[src/rtl/lay2_seq.sv]
// Frame sequencer around the second network layer: gathers a 4-word float32
// vector, fires the layer, waits for its result (with a watchdog) and hands it on.
module lay2_seq #(
  parameter logic [7:0]  TIMEOUT = 8'd64,
  parameter logic [31:0] THRESH  = 32'h3F000000
) (
  input  logic        clk,
  input  logic        rst_n,
  input  logic        in_valid,
  output logic        in_ready,
  input  logic [31:0] in_data,
  output logic        lay_en,
  output logic [31:0] lay_x0,
  output logic [31:0] lay_x1,
  output logic [31:0] lay_x2,
  output logic [31:0] lay_x3,
  input  logic        lay_valid,
  input  logic [31:0] lay_y,
  output logic        out_valid,
  input  logic        out_ready,
  output logic [31:0] out_y,
  output logic        out_class,
  output logic        out_timeout,
  output logic        busy,
  output logic [7:0]  frame_cnt
);

  typedef enum logic [1:0] {
    S_COLLECT,
    S_FIRE,
    S_WAIT,
    S_OUT
  } state_t;

  state_t      state;
  logic [1:0]  idx;
  logic [7:0]  wdog;
  logic [31:0] x_q [4];
  logic        above_thresh;

  assign in_ready = (state == S_COLLECT);

  // Sign bit set (including -0.0) never classifies; magnitude compare is valid
  // because THRESH is positive.
  assign above_thresh = !lay_y[31] && (lay_y[30:0] >= THRESH[30:0]);

  assign lay_x0 = x_q[0];
  assign lay_x1 = x_q[1];
  assign lay_x2 = x_q[2];
  assign lay_x3 = x_q[3];

  // NOTE: all state uses non-blocking assignments so every register samples
  // the pre-edge values, independent of statement order.
  always_ff @(posedge clk or posedge rst_n) begin
    if (rst_n) begin
      state       <= S_COLLECT;
      idx         <= 2'd0;
      wdog        <= 8'd0;
      lay_en      <= 1'b0;
      out_valid   <= 1'b0;
      out_y       <= 32'd0;
      out_class   <= 1'b0;
      out_timeout <= 1'b0;
      busy        <= 1'b0;
      frame_cnt   <= 8'd0;
      // NOTE: the operand array is reset because it drives visible outputs
      // that must read 0 after reset; a pure storage RAM would not need this.
      for (int i = 0; i < 4; i++) x_q[i] <= 32'd0;
    end else begin
      case (state)
        S_COLLECT: begin
          if (in_valid) begin
            x_q[idx] <= in_data;
            idx      <= idx + 2'd1;
            if (idx == 2'd3) begin
              state  <= S_FIRE;
              lay_en <= 1'b1;
              busy   <= 1'b1;
            end
          end
        end
        S_FIRE: begin
          lay_en <= 1'b0;
          wdog   <= TIMEOUT;
          state  <= S_WAIT;
        end
        S_WAIT: begin
          if (lay_valid) begin
            out_y       <= lay_y;
            out_class   <= above_thresh;
            out_timeout <= 1'b0;
            out_valid   <= 1'b1;
            state       <= S_OUT;
          end else if (wdog == 8'd0) begin
            out_y       <= 32'd0;
            out_class   <= 1'b0;
            out_timeout <= 1'b1;
            out_valid   <= 1'b1;
            state       <= S_OUT;
          end else begin
            wdog <= wdog - 8'd1;
          end
        end
        S_OUT: begin
          if (out_ready) begin
            out_valid <= 1'b0;
            frame_cnt <= frame_cnt + 8'd1;
            busy      <= 1'b0;
            state     <= S_COLLECT;
          end
        end
        default: state <= S_COLLECT;
      endcase
    end
  end

endmodule

[config.mk]
export PLATFORM = sky130hd
export DESIGN_NAME = lay2_seq
export DESIGN_NICKNAME = d
export VERILOG_FILES = /design/src/rtl/lay2_seq.sv
export SDC_FILE = /design/constraint.sdc
export NUM_CORES = 1
export LEC_CHECK = 0
export CORE_ASPECT_RATIO = 0.8
export CORE_MARGIN = 10
export CORE_UTILIZATION = 45
export DETAILED_ROUTE_END_ITERATION = 16
export PLACE_DENSITY = 0.86
export SETUP_SLACK_MARGIN = 0.4
export SLEW_MARGIN = 25
export SYNTH_ARGS = -nofsm -noshare
export SYNTH_HDL_FRONTEND = slang
export SYNTH_SLANG_ARGS = --single-unit
[constraint.sdc]
create_clock -name clk -period 7.5 [get_ports clk]
set_input_delay 1.875 -clock clk [delete_from_list [all_inputs] [get_ports clk]]
set_output_delay 1.875 -clock clk [all_outputs]
set_load 0.03 [all_outputs]
==> results.md <==
* Largest net degree at the start of global routing at 78
* Cells after Synth at 468
* Reg2Reg Depth at 4
* Fin crit period at 4.06 ns
* Final setup violating endpoints at 0
* Maximum Capacitance Violations at 0
* Commonest cells after routing, fill and taps aside: clkdlybuf4s50_1 (242), dfrtp_1 (185), mux2_2 (130)
* Reg2reg start: state[0]
* XOR/XNOR Fraction of Synth Area at 1.10%
* Post-DR vias/cell at 5.15
* Antenna viol nets, final at 0
* Post-cts resize count at 0
* Hold_buf cts at 0
* Postcts setup bufs at 0
* Outcome: finished clean
* Worst Skew at 0.00833 ns
* Nets at 791
* Synth Area in Adders at 1.92%
* Period utilization at 54.2%
* Placed cell area at 9810 sq um
* Total power at 5.41 mW
* Crit start category: flip-flop
* P per Cell Area at 520 nW/um^2
* First-iteration detailed-routing DRC count at 282
* Detailed-route via count at 4,833
* GP Congestion at 0.789
* Slew @ Worst Pin at 0.976 ns
* Simple-gate share of the synthesized area at 3.61%
* Area Growth Syn to Fin at 45.2%
* Synth cell types at 36
* CORE AREA at 15,700 sq um
* Max VDD drop at 0.000280 V
* CTS clock-pin slew for the worst setup and hold paths at 0.07 ns
* R2r setup slk at 4.94 ns
* Fin Setup TNS at 0 ns
* Chip Width at 161 um
* Register area share after synthesis at 64.6%
* Synthesized-area fraction occupied by ao, oa, aoi and oai cells at 5.54%
* Syn_nets at 548
* WL/cell at 20.8 um
* Fmax achieved at 246 MHz
* Root Driver: clkbuf_16
* Most common cell after layout, fill and taps aside: clkdlybuf4s50_1
* TritonCTS clock tree: yes
* Routed WL at 19,500 um
* Main combinational cell family by area after synthesis: multiplexers
* Rows at 41
* Sw Pwr at 2.19 mW
* Vias in the first global route at 5,273
* Ant. Diodes at 0
* FF+latch count, synth at 185
* Mux cell area share after synthesis at 21.3%
* Design Area, Final at 10,400 sq um
* Fin. Hold Viols at 0
* Syn Area/Cell at 15.3 sq um
* Die Area at 21,400 sq um
* Hold path startpoint: frame_cnt[7]
* I/O pin count at 243
* IO buf count at 242
* First-pass GRT wire length at 30,700 um
* LEAKAGE at 4.55 nW
* Rel. slew slack at 34.8%
* Comb power frac at 51.0%
* Asr flop ratio synth at 100%
* Bufs on Longest Clock Path at 2
* Crit path kind: flip-flop to primary output
* Worst R2R End: lay_x1[28]
* Largest fanout on the critical path at 9
* Clk_lat worst skew at 0.42 ns
* H-Tree Depth at 4
* Router iterations before antenna repair at 7
* Top FF cell, synth: dfrtp_1
* Die H at 133 um
* Share of cells above drive strength 1 at 24.2%
* Worst setup path startpoint: state[0]
* Switching portion of total power at 40.6%
* Part of the power in registers at 32.4%
* Crit path to: in_ready
* DRC Markers at 0
* CP Data Arrival Time at 2.19 ns
* DP HPWL at 14,300 um
* Type of the worst min-delay path: flip-flop to flip-flop
* Total GRT Usage at 18.1%
* Mapped cell area at 7170 sq um
* Slew Limit Fails at 0
* RSZ-0062 raised after global routing: no
* EDFF count, synth at 0
* Crit path capture type: primary output
* Total gr overflow at 0
* Initial antenna violation count at 0
* Int Power at 3.22 mW
* Worst endpoint required time at 5.62 ns
* Ys Warns at 0
* Clock sink count at 185
* CTS buffer count at 17
* Starting Density at 45.6%
* Clk pwr share at 16.6%
==> layout make-up <==
class                      instances  area [sq um]
inverter                          11          46.3
clock buffer                      20           457
tap                              215           269
sequential                       185          4630
fill                            1107          5290
multi-input combinational        251          2430
clock inverter                    11           135
timing repair buffer             245          2440
==> worst min-delay path by stage <==
stage	end	slack [ns]	depth (start not counted)
floorplan	wdog[0]	0.47	1
global placement	frame_cnt[7]	0.46	1
detailed placement	frame_cnt[7]	0.47	1
CTS	frame_cnt[7]	0.48	1
global route	lay_x0[11]	0.51	1
finish	frame_cnt[7]	0.48	1
==> synthesized netlist by cell type, drive strengths merged (2+ instances only) <==
| cell type | number | area [sq um] |
|---|---|---|
| a21oi | 3 | 15.0 |
| a22o | 33 | 289 |
| a31oi | 3 | 25.0 |
| buf | 16 | 78.8 |
| clkbuf | 5 | 18.8 |
| dfrtp | 185 | 4630 |
| ha | 11 | 138 |
| inv | 11 | 41.3 |
| mux2 | 131 | 1480 |
| mux2i | 5 | 50.1 |
| nand2 | 18 | 67.6 |
| nand2b | 2 | 12.5 |
| nand3 | 7 | 35.0 |
| nand4 | 3 | 18.8 |
| nor2 | 5 | 18.8 |
| nor2b | 2 | 12.5 |
| nor3 | 2 | 10.0 |
| nor3b | 2 | 25.0 |
| o21ai | 3 | 15.0 |
| xnor2 | 7 | 61.3 |
| xor2 | 2 | 17.5 |
==> routing by layer <==
layer	share of wire [%]	wire, um	up-vias	track usage (%)
li1	-	-	2162	-
met1	40	7820	2492	20.7
met2	52	10100	150	31.2
met3	5.8	1130	29	5.46
met4	2.4	464	0	6.76
met5	0	0	-	0
==> metrics by stage <==
step / hold slack (ns) / instances / util (%) / setup slack [ns]
6_report: 0.479 / 938 / 66.3 / 3.44
3_5_place_dp: 0.466 / 907 / 62.5 / 3.31
3_3_place_gp: 0.464 / 907 / 62.5 / 3.39
2_1_floorplan: 0.472 / 468 / - / 0.596
5_1_grt: 0.511 / 938 / 66.3 / 3.39
4_1_cts: 0.482 / 938 / 66.3 / 3.47
==> worst max-delay path, stage by stage (launching register included) <==
cell             delay (ns)
dfrtp_1                0.42
inv_1                  0.10
ha_1                   0.45
clkdlybuf4s50_1        0.80
==> flip-flops by register name, summed over array words and instances (netlist names) <==
| name | flops |
|---|---|
| busy | 1 |
| out_timeout | 1 |
| out_class | 1 |
| lay_x2 | 32 |
| frame_cnt | 8 |
| wdog | 8 |
| state | 2 |
| lay_x1 | 32 |
| idx | 2 |
| lay_x0 | 32 |
| out_valid | 1 |
| lay_x3 | 32 |
| lay_en | 1 |
| out_y | 32 |
==> logic make-up after synthesis <==
group / count (synthesis)
fa+ha+maj: 11
compound gates: 48
buf+inv: 32
xor+xnor: 9
flops: 185
mux: 136
simple gates: 47
==> power by group through the flow <==
| stage | clock network [mW] | registers, mW | logic, mW |
|---|---|---|---|
| after floorplan | 0 | 2.62 | 0.690 |
| after global placement | 0 | 1.73 | 2.70 |
| after detailed placement | 0 | 1.77 | 2.78 |
| after CTS | 0.912 | 1.76 | 2.79 |
| after global routing | 0.957 | 1.81 | 2.89 |
| final | 0.898 | 1.75 | 2.76 |
No activity file was read; power rests on OpenSTA's default activity.
